<file path="src/rtl/trans_feeder_if.sv">
// Byte-stream input and 128-bit transaction word output of trans_feeder.
// master: the feeder side; slave: the upstream source plus the validator.
interface trans_feeder_if;
  logic [7:0]   byte_i;
  logic         byte_valid_i;
  logic         byte_ready_o;
  logic [127:0] data_o;
  logic         valid_o;
  logic         ack_i;

  modport master (
    input  byte_i,
    input  byte_valid_i,
    input  ack_i,
    output byte_ready_o,
    output data_o,
    output valid_o
  );

  modport slave (
    output byte_i,
    output byte_valid_i,
    output ack_i,
    input  byte_ready_o,
    input  data_o,
    input  valid_o
  );
endinterface

</file>
<file path="src/rtl/trans_feeder.sv">
// Transaction word source: byte assembly, word FIFO, present/ack/gap FSM.
// Optional ack timeout enabled by defining TRANS_FEEDER_TIMEOUT_EN.
module trans_feeder #(
  parameter int FIFO_DEPTH     = 4,
  parameter int TIMEOUT_CYCLES = 1024
) (
  input  logic                        clk,
  input  logic                        rst,
  trans_feeder_if.master              bus,
  output logic [$clog2(FIFO_DEPTH):0] fifo_level_o,
  output logic [15:0]                 sent_count_o,
  output logic                        spurious_ack_o,
  output logic                        timeout_o
);

  localparam int AW = $clog2(FIFO_DEPTH);
  localparam logic [AW:0] LVL_FULL = (AW+1)'(FIFO_DEPTH);

  typedef enum logic [1:0] {
    S_IDLE,
    S_PRESENT,
    S_GAP
  } state_t;

  generate
    if (FIFO_DEPTH < 2 ||
        (FIFO_DEPTH & (FIFO_DEPTH - 1)) != 0 ||
        TIMEOUT_CYCLES < 1) begin : g_bad_param
      $error("trans_feeder: bad FIFO_DEPTH or TIMEOUT_CYCLES");
    end
  endgenerate

  state_t         r_state;
  logic [3:0]     r_byte_cnt;
  logic [119:0]   r_asm;
  logic [127:0]   r_mem [FIFO_DEPTH];
  logic [AW-1:0]  r_wptr;
  logic [AW-1:0]  r_rptr;
  logic [AW:0]    r_level;
  logic [127:0]   r_data;
  logic           r_valid;
  logic [15:0]    r_sent;
  logic           r_spur;

  logic           w_ready;
  logic           w_take;
  logic           w_push;
  logic           w_pop;
  logic           w_ack;
  logic [127:0]   w_word;

  assign w_ready = (r_level != LVL_FULL);
  assign w_take  = bus.byte_valid_i && w_ready;
  assign w_push  = w_take && (r_byte_cnt == 4'd15);
  assign w_word  = {r_asm, bus.byte_i};
  assign w_pop   = (r_state != S_PRESENT) && (r_level != '0);
  assign w_ack   = bus.ack_i;

  assign bus.byte_ready_o = w_ready;
  assign bus.data_o       = r_data;
  assign bus.valid_o      = r_valid;
  assign fifo_level_o     = r_level;
  assign sent_count_o     = r_sent;
  assign spurious_ack_o   = r_spur;

  // First byte shifts to the top, so byte k ends at [127-8k -: 8].
  always_ff @(posedge clk) begin
    if (rst) begin
      r_byte_cnt <= '0;
      r_asm      <= '0;
    end else if (w_take) begin
      r_byte_cnt <= r_byte_cnt + 4'd1;
      r_asm      <= {r_asm[111:0], bus.byte_i};
    end
  end

  always_ff @(posedge clk) begin
    if (!rst && w_push) begin
      r_mem[r_wptr] <= w_word;
    end
  end

  always_ff @(posedge clk) begin
    if (rst) begin
      r_wptr  <= '0;
      r_rptr  <= '0;
      r_level <= '0;
    end else begin
      if (w_push) r_wptr <= r_wptr + AW'(1);
      if (w_pop)  r_rptr <= r_rptr + AW'(1);
      unique case (1'b1)
        (w_push && !w_pop): r_level <= r_level + (AW+1)'(1);
        (w_pop && !w_push): r_level <= r_level - (AW+1)'(1);
        default:            r_level <= r_level;
      endcase
    end
  end

`ifdef TRANS_FEEDER_TIMEOUT_EN
  localparam logic [15:0] WAIT_LAST = 16'(TIMEOUT_CYCLES - 1);
  logic [15:0] r_wait;
  logic        r_tmo;
  assign timeout_o = r_tmo;
`else
  assign timeout_o = 1'b0;
`endif

  always_ff @(posedge clk) begin
    if (rst) begin
      r_state <= S_IDLE;
      r_data  <= '0;
      r_valid <= 1'b0;
      r_sent  <= '0;
      r_spur  <= 1'b0;
`ifdef TRANS_FEEDER_TIMEOUT_EN
      r_wait  <= '0;
      r_tmo   <= 1'b0;
`endif
    end else begin
      r_spur <= w_ack && (r_state != S_PRESENT);
`ifdef TRANS_FEEDER_TIMEOUT_EN
      r_tmo  <= 1'b0;
`endif
      unique case (r_state)
        S_IDLE, S_GAP: begin
          if (w_pop) begin
            r_data  <= r_mem[r_rptr];
            r_valid <= 1'b1;
            r_state <= S_PRESENT;
`ifdef TRANS_FEEDER_TIMEOUT_EN
            r_wait  <= '0;
`endif
          end else begin
            r_valid <= 1'b0;
            r_state <= S_IDLE;
          end
        end
        S_PRESENT: begin
          if (w_ack) begin
            r_valid <= 1'b0;
            r_sent  <= r_sent + 16'd1;
            r_state <= S_GAP;
          end
`ifdef TRANS_FEEDER_TIMEOUT_EN
          // Ack on the final wait cycle takes priority over the drop.
          else if (r_wait == WAIT_LAST) begin
            r_valid <= 1'b0;
            r_tmo   <= 1'b1;
            r_state <= S_GAP;
          end else begin
            r_wait <= r_wait + 16'd1;
          end
`endif
        end
        default: begin
          r_valid <= 1'b0;
          r_state <= S_IDLE;
        end
      endcase
    end
  end

endmodule

</file>
<file path="src/flat_wrapper.sv">
// flat-port wrapper written by rule: the top's interface ports become plain ports
module trans_feeder_flat 
#(
  parameter int FIFO_DEPTH     = 4,
  parameter int TIMEOUT_CYCLES = 1024
)
  (clk, rst, fifo_level_o, sent_count_o, spurious_ack_o, timeout_o, bus_byte_i, bus_byte_valid_i, bus_ack_i, bus_byte_ready_o, bus_data_o, bus_valid_o);
  trans_feeder_if bus_i ();
  input  logic clk;
  input  logic rst;
  output logic [$clog2(FIFO_DEPTH):0] fifo_level_o;
  output logic [15:0] sent_count_o;
  output logic spurious_ack_o;
  output logic timeout_o;
  input wire logic [$bits(bus_i.byte_i)-1:0] bus_byte_i;
  input wire logic [$bits(bus_i.byte_valid_i)-1:0] bus_byte_valid_i;
  input wire logic [$bits(bus_i.ack_i)-1:0] bus_ack_i;
  output wire logic [$bits(bus_i.byte_ready_o)-1:0] bus_byte_ready_o;
  output wire logic [$bits(bus_i.data_o)-1:0] bus_data_o;
  output wire logic [$bits(bus_i.valid_o)-1:0] bus_valid_o;
  assign bus_i.byte_i = bus_byte_i;
  assign bus_i.byte_valid_i = bus_byte_valid_i;
  assign bus_i.ack_i = bus_ack_i;
  assign bus_byte_ready_o = bus_i.byte_ready_o;
  assign bus_data_o = bus_i.data_o;
  assign bus_valid_o = bus_i.valid_o;
  trans_feeder #(.FIFO_DEPTH(FIFO_DEPTH), .TIMEOUT_CYCLES(TIMEOUT_CYCLES)) u_core (.clk(clk), .rst(rst), .bus(bus_i), .fifo_level_o(fifo_level_o), .sent_count_o(sent_count_o), .spurious_ack_o(spurious_ack_o), .timeout_o(timeout_o));
endmodule
</file>
<file path="config.mk">
export PLATFORM = sky130hd
export DESIGN_NAME = trans_feeder_flat
export DESIGN_NICKNAME = d
export VERILOG_FILES = /design/src/rtl/trans_feeder_if.sv /design/src/rtl/trans_feeder.sv /design/src/flat_wrapper.sv
export SDC_FILE = /design/constraint.sdc
export NUM_CORES = 1
export LEC_CHECK = 0
export CORE_ASPECT_RATIO = 0.7
export CORE_MARGIN = 2
export CORE_UTILIZATION = 55
export CTS_BUF_LIST = sky130_fd_sc_hd__clkbuf_8 sky130_fd_sc_hd__clkbuf_16
export DETAILED_ROUTE_END_ITERATION = 7
export DONT_BUFFER_PORTS = 1
export PLACE_DENSITY_LB_ADDON = 0.12
export RECOVER_POWER = 25
export SYNTH_ARGS = -nofsm -noshare
export SYNTH_HDL_FRONTEND = slang
export SYNTH_SLANG_ARGS = --single-unit
</file>
<file path="constraint.sdc">
create_clock -name clk -period 6.52 [get_ports clk]
set_input_delay 1.63 -clock clk [delete_from_list [all_inputs] [get_ports clk]]
set_output_delay 1.63 -clock clk [all_outputs]
set_load 0.005 [all_outputs]
</file>
# --- Word level (Yosys, flattened, before mapping) ---
# Memories as Yosys holds them, arrays and structs flattened. A register that Yosys moved wholly into a read port is not among the register bits.
# Index checks and enable logic that the tools add are counted.
totals:
  ff_bits: 151
  ramBits: 512
  out_inout_bits: 151
  word_cells: 47
  n_memories: 1
classes:
  addsub: 6
  n_eq_ne: 6
  muxes: 9
  reduce_logical: 16
memory_table:
  columns: ["name", "words", "word_bits", "rd", "rd_ports_with_merged_regs", "wr", "line", "source"]
  rows:
  - ["u_core.r_mem", 4, 128, 1, 1, 1, "trans_feeder.sv:36", "logic [127:0] r_mem [FIFO_DEPTH];"]
ops:
  columns: ["op", "n"]
  rows:
  - ["16-bit by 1-bit adder with 16-bit output, second input constant", 1]
  - ["1-bit logical AND", 7]
  - ["3-bit one-hot mux with 2 select lines", 1]
  - ["1-bit two-way mux", 5]
  - ["2-bit by 1-bit adder with 2-bit output, second input constant", 2]
  - ["4-bit by 1-bit adder with 4-bit output, second input constant", 1]
  - ["4-bit == test, second input constant", 1]
  - ["2-bit one-hot mux with 2 select lines", 1]
  - ["2-bit AND reduction", 2]
  - ["3-bit by 1-bit adder with 3-bit output, second input constant", 1]
  - ["1-bit logical NOT", 3]
  - ["3-bit != test, second input constant", 1]
  - ["3-bit nonzero test", 1]
  - ["3-bit by 1-bit subtractor with 3-bit output, second input constant", 1]
  - ["2-bit by 1-bit == test with 1-bit output, second input constant", 1]
  - ["2-bit == test, second input constant", 1]
  - ["2-bit logical NOT", 1]
  - ["2-bit two-way mux", 1]
  - ["2-bit by 1-bit != test with 1-bit output, second input constant", 1]
  - ["2-bit != test, second input constant", 1]
  - ["1-bit one-hot mux with 2 select lines", 1]
  - ["2-bit nonzero test", 1]
  - ["2-bit OR reduction", 1]

# --- Logic depth before layout (Yosys ltp) ---
depth:
  ltp_word: 6
  ltp_mapped: 9
  mapped_depth_nobuf: 9

# --- Worst setup path after synthesis ---
# OpenSTA, ideal clock, no wires.
synth_path:
  path_type: "input -> register"
  startpoint: "input port rst"
  endpoint: "memory u_core.r_mem[0][0] (enable)"
  arrival_time_ps: 4947
  path_slack_ps: 1070
  cell_stages: 3
  path_buffers: 1
  path_cell_list: "clkbuf_1 nor2_1 and2_1"
synth_via:
  elab_chain_cells: 4
synth_lines:
  columns: ["item", "line", "source"]
  rows:
  - ["start: declaration", "flat_wrapper.sv:10", "input logic rst;"]
  - ["1-bit logical NOT", "trans_feeder.sv:78", "if (!rst && w_push) begin"]
  - ["1-bit logical AND", "trans_feeder.sv:78", null]
  - ["1-bit two-way mux", "trans_feeder.sv:78", null]
  - ["1-bit two-way mux (not written as such)", "trans_feeder.sv:79", "r_mem[r_wptr] <= w_word;"]
  - ["end: declaration", "trans_feeder.sv:36", null]
# No other way between the ends.

# --- Worst setup path after layout ---
layout_path:
  startpoint: "register u_core.r_level[2] (netlist: u_core.fifo_level_o[2])"
  endpoint: "output port bus_byte_ready_o"
layout_via:
  elab_chain_cells: 1
layout_lines:
  columns: ["item", "line", "source"]
  rows:
  - ["start: declaration", "trans_feeder.sv:39", "logic [AW:0] r_level;"]
  - ["start signal: assignment", "trans_feeder.sv:92", "(w_push && !w_pop): r_level <= r_level + (AW+1)'(1);"]
  - ["start signal: assignment", "trans_feeder.sv:93", "(w_pop && !w_push): r_level <= r_level - (AW+1)'(1);"]
  - ["start signal: assignment", "trans_feeder.sv:94", "default: r_level <= r_level;"]
  - ["3-bit != test", "trans_feeder.sv:52", "assign w_ready = (r_level != LVL_FULL);"]
  - ["end: declaration", "flat_wrapper.sv:18", "output wire logic [$bits(bus_i.byte_ready_o)-1:0] bus_byte_ready_o;"]
# No other way between the ends.

==> results.sh <==
export IMPL_wl_um=56760
export IMPL_r2r_end="u_core.r_mem[0][44]"
export IMPL_synth_common_cells="edfxtp_1 (512), nand2_1 (491), dfxtp_1 (279), a21oi_1 (259), mux4_2 (128)"
export IMPL_ys_seq_area_share_pct=73.74
export IMPL_via_per_inst=5.673
export IMPL_clockRootBuffer="clkbuf_16"
export IMPL_drc=9
export IMPL_switching_share_pct=19.35
export IMPL_clk_latency_ns=0.61
export IMPL_antennaDiodeCount=0
export IMPL_synth_top_family_by_area="multiplexers"
export IMPL_avgSynthCellArea_um2=14.84
export IMPL_vias=14880
export IMPL_clk_pin_slew_ns=0.06
export IMPL_crit_cells=1
export IMPL_holdPathEnd="u_core.bus.data_o[95]"
export IMPL_p_leak_uw=0.009552
export IMPL_cts_buffers=73
export IMPL_syn_nets=1935
export IMPL_cap_viol_max_count=0
export IMPL_postCtsSetupRepairBufs=0
export IMPL_fp_dieW_um=275.7
export IMPL_rr_startpoint="u_core.fifo_level_o[0]"
export IMPL_synth_simple_area_share_pct=8.236
export IMPL_hp_start="u_core.bus.data_o[95]"
export IMPL_muxShareOfSynthArea_pct=10.18
export IMPL_port_buffers=0
export IMPL_crit_family="simple AND/OR/NAND/NOR gates"
export IMPL_p_clk_share_pct=44.6
export IMPL_ctsResizeCount=0
export IMPL_cts_num_sinks=791
export IMPL_nets=1908
export IMPL_grt_use_total_pct=21.68
export IMPL_wl_per_cell_um=21.64
export IMPL_reg2reg_slack_ns=3.64
export IMPL_first_global_vias=15071
export IMPL_cts_tree="yes"
export IMPL_dieArea_mm2=0.05354
export IMPL_start_util_pct=55.80
export IMPL_whs_path_depth=2
export IMPL_p_per_area_mw_per_mm2=307.8
export IMPL_intPower_uw=7771
export IMPL_final_hold_viol_count=0
export IMPL_final_max_slew_viol_count=0
export IMPL_critPathSlowestCell="or3b_1"
export IMPL_grt_pass1_wl_um=88380
export IMPL_grt_setup_unrepaired="no"
export IMPL_crit_path_end_kind="primary output"
export IMPL_hpwl_um=31120
export IMPL_combPwrFrac_pct=0.4
export IMPL_grt_ovfl_total=0
export IMPL_gp_congestion=0.7422
export IMPL_cpPeakStageDelay_ns=0.52
export IMPL_yosys_area_top_type="edfxtp_1"
export IMPL_seqPwrFrac_pct=54.9
export IMPL_synthesis_instances=1915
export IMPL_crit_buf_inv=0
export IMPL_drtPass1Iterations=7
export IMPL_setup_tns_ns=0
export IMPL_drtAntennaViolNets=0
export IMPL_cp_start_kind="flop"
export IMPL_ys_flop_type="edfxtp_1"
export IMPL_status="complete, but fails checks"
export IMPL_vdd_drop_max_uv=185.5
export IMPL_fillers=3839
export IMPL_synth_edff_count=512
export IMPL_crit_chain="or3b_1"
export IMPL_finalSetupViolCount=0
export IMPL_syn_cell_area_mm2=0.02842
export IMPL_core_area_mm2=0.05094
export IMPL_hp_class="flop to flop"
export IMPL_arrival_ns=1.53
export IMPL_synthXorXnorAreaFrac_pct=0.5547
export IMPL_yosysMostFrequentCell="edfxtp_1"
export IMPL_ctsHoldBuffers=0
export IMPL_clock_fmax_mhz=316.8
export IMPL_antenna_found_initial=0
export IMPL_whs_ns=0.4697
export IMPL_design_area_mm2=0.03131
export IMPL_htree_levels=3
export IMPL_num_rows=69
export IMPL_path_max_fanout=6
export IMPL_worstSetupPathType="flop to primary output"
export IMPL_io_pins=163
export IMPL_tightest_slew_ns=1.014
export IMPL_synth_top_area_share_pct=54.09
export IMPL_ys_types=37
export IMPL_place_area_mm2=0.02885
export IMPL_rr_worst_depth=5
export IMPL_die_h_um=194.2
export IMPL_async_flop_share_pct=0
export IMPL_dp_cells=2487
export IMPL_grt_max_degree=282
export IMPL_violations="design-rule violations"
export IMPL_clk_path_buf_depth=3
export IMPL_final_setup_skew_ns=0.01569
export IMPL_period_share_pct=48.42
export IMPL_p_switching_uw=1865
export IMPL_required_ns=4.89
export IMPL_drt_iter0_drc=1293
export IMPL_area_growth_syn_to_layout_pct=10.14
export IMPL_ys_top_cells_by_area="edfxtp_1 (54%), dfxtp_1 (20%), mux4_2 (10%), nand2_1 (6.5%), a21oi_1 (4.6%)"
export IMPL_period_needed_ns=3.157
export IMPL_yosys_warnings=0
export IMPL_slew_headroom_pct=32.40
export IMPL_drive_above_1_share_pct=14.83
export IMPL_synth_compound_area_share_pct=4.631
export IMPL_synth_seq_cells=791
export IMPL_final_cells=2623
export IMPL_synth_adder_area_share_pct=0.3786
[cells by family (layout without fill, tap and decap cells)]
kind of cell | after synthesis | after routing
AO/OA/AOI/OAI | 263 | 263
flip-flops | 791 | 791
adder cells (fa/ha/maj) | 8 | 8
multiplexers | 129 | 129
other | 1 | 1
XOR/XNOR | 18 | 18
AND/OR/NAND/NOR | 580 | 580
buffers and inverters | 125 | 159
[state kept, by name (all words and copies together) (netlist names)]
name / flops
u_core.r_mem: 512
u_core.bus.data_o: 128
u_core.r_asm: 120
u_core.sent_count_o: 16
u_core.r_byte_cnt: 4
u_core.fifo_level_o: 3
u_core.r_rptr: 2
u_core.r_state: 2
u_core.r_wptr: 2
u_core.bus.valid_o: 1
u_core.spurious_ack_o: 1
[final cells by class]
type	instances	area (um2)	share of cell area, %
repair buffers	18	172.7	0.5516
multi-input cells	999	6848	21.87
inverters	5	18.77	0.05995
clock inverters	48	331.6	1.059
clock buffers	88	2123	6.783
well taps	674	843.3	2.694
flip-flops and latches	791	20970	66.98
[worst max-delay path by stage]
stage / from / end / slack, ns
4_1_cts: u_core.fifo_level_o[2] / bus_byte_ready_o / 3.32
3_3_place_gp: bus_byte_valid_i / u_core.r_mem[0][45] / 2.85
2_1_floorplan: rst / u_core.r_mem[0][0] / 1.07
6_report: u_core.fifo_level_o[2] / bus_byte_ready_o / 3.36
5_1_grt: u_core.fifo_level_o[0] / bus_byte_ready_o / 3.31
3_5_place_dp: bus_byte_valid_i / u_core.r_mem[0][76] / 2.84
[routing by layer]
layer | GRT usage (%) | up-vias | wire length (um)
met4 | 5.795 | 0 | 1212
met1 | 31.06 | 7520 | 25650
met3 | 5.424 | 82 | 3573
met5 | 0 | - | 0
li1 | - | 6912 | -
met2 | 33.46 | 366 | 26320
[power by group through the flow]
stage	clock network, uW	registers, uW	logic [uW]
4_1_cts	4370	5290	41.4
3_3_place_gp	0	5400	40.7
5_1_grt	4570	5290	45.1
2_1_floorplan	0	5400	60.7
3_5_place_dp	0	5400	41.5
6_report	4300	5290	40.4
[cell usage in the layout (no fill, tap or decap), types with 10 or more instances in the layout]
cell type  instances
edfxtp_1         512
nand2_1          490
dfxtp_1          277
a21oi_1          259
mux4_2           128
clkbuf_16         81
nor2_1            23
inv_1             22
nand2_2           17
clkinv_2          17
buf_4             15
nand3_1           11
xor2_1            10
[stage by stage]
stage	utilization, %	setup slack (ns)	power, uW
6_report	61.46	3.363	9635
4_1_cts	61.46	3.323	9706
3_3_place_gp	56.64	2.854	5444
5_1_grt	61.46	3.305	9906
3_5_place_dp	56.64	2.845	5445
2_1_floorplan	-	1.070	5461
No activity file was read; power rests on OpenSTA's default activity.
==> RTL edit 1 (same settings) <==
The 3 states of `state_t` get a one-hot encoding in 3 bits.
--- a/src/rtl/trans_feeder.sv
+++ b/src/rtl/trans_feeder.sv
@@ -16,10 +16,10 @@
   localparam int AW = $clog2(FIFO_DEPTH);
   localparam logic [AW:0] LVL_FULL = (AW+1)'(FIFO_DEPTH);
 
-  typedef enum logic [1:0] {
-    S_IDLE,
-    S_PRESENT,
-    S_GAP
+  typedef enum logic [2:0] {
+    S_IDLE    = 3'b001,
+    S_PRESENT = 3'b010,
+    S_GAP     = 3'b100
   } state_t;
 
   generate
Check against the original RTL: no difference found for any inputs over 4 cycles, from zero or initial values and one cycle with rst high; so few cycles prove little.
==> RTL edit 1 against the unedited design <==
Synthesized area is 0.36% lower. Setup slack got worse by 0.23 ns. Die area down 0.35%. Power shrank 1.1%. Largest power group unchanged. Non-clock buffer count is 3 lower. Wire length is 0.27% higher. First-iteration DRC count down 12%. Sequential share of layout area grew 0.17 points. Sequential cell count is 1 higher. Design area fell by 0.16%. Maximum frequency shrank 6.9%.
==> RTL edit 1: results (changes against the unedited design) <==
* Status: finished, final reports clean
* Hold_ws at 0.4723 ns (+0.002619 ns)
* Worst r2r path cells at 6 (+1)
* Max VDD drop at 0.2052 mV (+11%)
* Final #Nets at 1911 (+0.16%)
* End of the worst hold path: u_core.bus.data_o[97]
* Measured slew at the worst slew-check pin at 1.103 ns (+0.08892 ns)
* Slowest-stage cell, CP: and2_4
* Seq/total area at 67.15% (+0.17 points)
* Fill count at 3769 (-1.8%)
* # placed instances at 2490 (+0.12%)
* Clock buffer count at 90 (+2.3%)
* Synthesized area per cell at 14.75 µm² (-0.62%)
* Global-route wire length before repair at 88590 µm (+0.23%)
* R2R Path Start: u_core.r_byte_cnt[0]
* Met3 Use GR at 5.003% (-0.42 points)
* Launch point of the critical path: rst
* Vias/cell at 5.701 (+0.49%)
* Hold_sp: u_core.bus.data_o[97]
* Post-synth top cells: edfxtp_1, nand2_1, dfxtp_1
* Register Area at 0.02099 mm² (about the same)
* R2R setup slack at 3.41 ns (-0.23 ns)
* Drt first-iter violations at 1144 (-12%)
* Crit path largest cell delay at 0.88 ns (+0.36 ns)
* Final cell count without fillers at 2625 (+0.076%)
* Distinct cells, synth at 39 (+5.4%)
* GRT met2 Usage at 33.96% (+0.49 points)
* Critical Path End: u_core.r_mem[1][78]
* WL met1 at 25670 µm (about the same)
* Total GRT Usage at 21.89% (+0.21 points)
* Placer's final routability congestion estimate at 0.7286 (-1.8%)
* Final worst setup slack at 3.130 ns (-0.2332 ns)
* Non-Clock Buffer Area Fraction at 0.5204% (-0.031 points)
* # DRC at 0 (-9)
* Seq cells post-synth at 792 (+0.13%)
* Pre-antenna DRT Iters at 5 (-2)
* Seq/Total Area, Yosys at 74.08% (+0.33 points)
* Synth area leaders: edfxtp_1, dfxtp_1, mux4_2
* WL met2 at 26610 µm (+1.1%)
* Non-clk invs at 10 (+5)
* Largest net degree at the start of global routing at 283 (+0.35%)
* Worst-path fanout max at 282 (+276)
* Bufs w/o clock at 15 (-3)
## RTL edit 1: power by group through the flow
stage / Combinational (mW) / Sequential, mW / Clock (mW)
3_5_place_dp: 0.0417 / 5.41 / 0
2_1_floorplan: 0.0534 / 5.41 / 0
5_1_grt: 0.0453 / 5.30 / 4.47
3_3_place_gp: 0.0408 / 5.41 / 0
6_report: 0.0407 / 5.30 / 4.19
4_1_cts: 0.0417 / 5.30 / 4.27
## RTL edit 1: logic make-up (layout without fill, tap and decap cells)
| kind of cell | count (synthesis) | after routing | synth area share [%] |
|---|---|---|---|
| AO/OA/AOI/OAI | 269 | 269 | 4.829 |
| XOR/XNOR | 18 | 18 | 0.5566 |
| adder cells (fa/ha/maj) | 8 | 8 | 0.3799 |
| buffers and inverters | 129 | 160 | 1.908 |
| flip-flops | 792 | 792 | 74.08 |
| multiplexers | 128 | 128 | 10.18 |
| other | 1 | 1 | 0.01324 |
| AND/OR/NAND/NOR | 575 | 575 | 8.058 |
==> RTL edit 2 (same settings) <==
Made on the original files. Build with the macro `TRANS_FEEDER_TIMEOUT_EN` defined.
--- a/src/rtl/trans_feeder.sv
+++ b/src/rtl/trans_feeder.sv
@@ -1,5 +1,7 @@
 // Transaction word source: byte assembly, word FIFO, present/ack/gap FSM.
 // Optional ack timeout enabled by defining TRANS_FEEDER_TIMEOUT_EN.
+`define TRANS_FEEDER_TIMEOUT_EN
+
 module trans_feeder #(
   parameter int FIFO_DEPTH     = 4,
   parameter int TIMEOUT_CYCLES = 1024
Behaviour: same outputs for any inputs over 4 cycles, from zero or initial values and one cycle with rst high; that may be too few to reach the edited logic, so the function may still have changed.
==> RTL edit 2 against the unedited design <==
Global-route usage up 0.20 points. Die area up 2.1%. Synthesized cell count up 5.2%. Power up 2.2%. Highest routed layer unchanged. Largest cell class unchanged. Synthesized area up 2.2%. Core utilization up 0.19 points. Clock skew up 0.0026 ns. Wire length up 3.2%. Sequential cell count up 17. Critical endpoint is now u_core.r_mem[0][16]. Register-to-register slack worse by 0.16 ns. Via count up 6.5%. Setup slack worse by 0.30 ns. Sequential power up 2%. Design area up 2.8%.
==> RTL edit 2: results (changes against the unedited design) <==
* Status: finished, final reports clean
* Critical R2R Capture: u_core.r_mem[0][16]
* R2R Path Start: u_core.fifo_level_o[0]
* Syn_nets at 2036 (+5.2%)
* Routed len/inst at 21.42 µm (-1.0%)
* Placed cell areas at 0.02966 mm² (+2.8%)
* Number of global-route vias before repair at 15895 (+5.5%)
* Synthesized area per cell at 14.41 µm² (-2.9%)
* Crit path largest cell delay at 0.67 ns (+0.15 ns)
* H-tree depth at 3 (unchanged)
* # placed instances at 2596 (+4.4%)
* Seq/Total Area, Yosys at 73.34% (-0.40 points)
* Vias/cell at 5.795 (+2.1%)
* Drt first-iter violations at 1352 (+4.6%)
* Max reg flops at 512 (unchanged)
* Placer's final routability congestion estimate at 0.7791 (+5.0%)
* WHS Path Cells at 2 (unchanged)
* Synth area leaders: edfxtp_1, dfxtp_1, mux4_2
* Max VDD drop at 0.2146 mV (+16%)
* Measured slew at the worst slew-check pin at 0.9986 ns (-0.01539 ns)
* Post-synth EDFFs at 512 (unchanged)
* Distinct cells, synth at 45 (+22%)
* Final cell count without fillers at 2734 (+4.2%)
* Layout Skew at 0.01831 ns (+0.002616 ns)
* R2R setup slack at 3.48 ns (-0.16 ns)
* Clock Latency Late Sink at 0.61 ns (about the same)
* Yosys warns at 0 (unchanged)
* CP top delay family: simple AND/OR/NAND/NOR gates
* Critical Path AT at 3.70 ns (+2.17 ns)
* Worst-path fanout max at 43 (+37)
* Cts bufs inserted at 75 (+2.7%)
* Clock Tree Buf Depth at 3 (unchanged)
* Clock slew at reported path FFs at 0.06 ns (about the same)
* Biggest register: u_core.r_mem
* Pre-antenna DRT Iters at 5 (-2)
* Largest net degree at the start of global routing at 297 (+5.3%)
* Postcts setup bufs at 0 (unchanged)
* End of the worst hold path: u_core.bus.data_o[53]
* Post-synth top cells: edfxtp_1, nand2_1, dfxtp_1
* Half-perimeter wire length after placement at 32260 µm (+3.7%)
* Slowest-stage cell, CP: and2_4
* Worst min path class: register to register
* Hold_sp: u_core.bus.data_o[53]
* Antenna violations before repair at 0 (unchanged)
* Worst r2r path cells at 6 (+1)
* Pleak at 10.29 nW (+7.7%)
* Global-route wire length before repair at 91820 µm (+3.9%)
* Antenna diode count at 0 (unchanged)
* Total GRT Usage at 21.88% (+0.20 points)
* Share of cells above drive strength 1 at 13.41% (-1.4 points)
-- RTL edit 2: changes by cell type in the layout (fill, tap and decap cells not counted), sizes merged, moves of 4 or more --
cell and change:
nor2 +22, a21oi +6, nand3 +4, inv +10
clkinv -10, nand2 +4, o21ai +10, dfxtp +17
nor3 +10
-- RTL edit 2: how the worst max path moves through the flow --
stage                      endpoint             start
5_1_grt        u_core.r_mem[0][126]  bus_byte_valid_i
3_5_place_dp   u_core.r_mem[0][126]  bus_byte_valid_i
3_3_place_gp   u_core.r_mem[0][126]  bus_byte_valid_i
6_report        u_core.r_mem[0][16]  bus_byte_valid_i
2_1_floorplan    u_core.r_mem[0][0]  bus_byte_valid_i
4_1_cts        u_core.r_mem[0][126]  bus_byte_valid_i
-- RTL edit 2: metal layers --
metal  share of wire (%)  up-vias  GRT usage (%)
met5                   0        -              0
met4                 2.1        0          6.392
met3                 5.3       87          3.704
met2                  46      390          34.04
met1                  46     8073          32.21
li1                    -     7293              -
-- RTL edit 2: final cells by class --
cell class / instances / area [µm²]
inverters: 8 / 30.03
multi-input cells: 1078 / 7269
well taps: 684 / 855.8
flip-flops and latches: 808 / 21310
clock buffers: 91 / 2153
repair buffers: 19 / 202.7
fillers: 3881 / 20020
clock inverters: 46 / 364.1
-- RTL edit 2: logic make-up (layout without fill, tap and decap cells) --
kind of cell	after synthesis	in the layout	synth area share, %
flops	808	808	73.34
simple gates	624	624	8.569
compound gates	292	292	5.209
mux	132	132	10.07
buf+inv	129	164	1.758
xor+xnor	21	21	0.6333
fa+ha+maj	9	9	0.4136
-- RTL edit 2: per-stage QoR --
stage	hold slack, ns	power, mW	utilization (%)	setup slack (ns)
4_1_cts	0.4713	9.943	61.64	3.041
3_3_place_gp	0.4607	5.550	56.82	2.470
2_1_floorplan	0.4527	5.560	-	0.6073
3_5_place_dp	0.4630	5.552	56.82	2.397
5_1_grt	0.4879	10.13	61.65	2.893
6_report	0.4716	9.847	61.65	3.058
-- RTL edit 2: where the power goes --
part / internal [mW] / leakage [nW] / switching (mW)
sequential: 5.39 / 7.31 / 0.0102
clock: 2.58 / 1.33 / 1.83
combinational: 0.00755 / 1.65 / 0.0340
total: 7.98 / 10.3 / 1.87
-- RTL edit 2: worst min-delay path: stages, from the launching register on --
cell and delay, ns:
dfxtp_1 0.32, nand2_1 0.05, a21oi_1 0.05
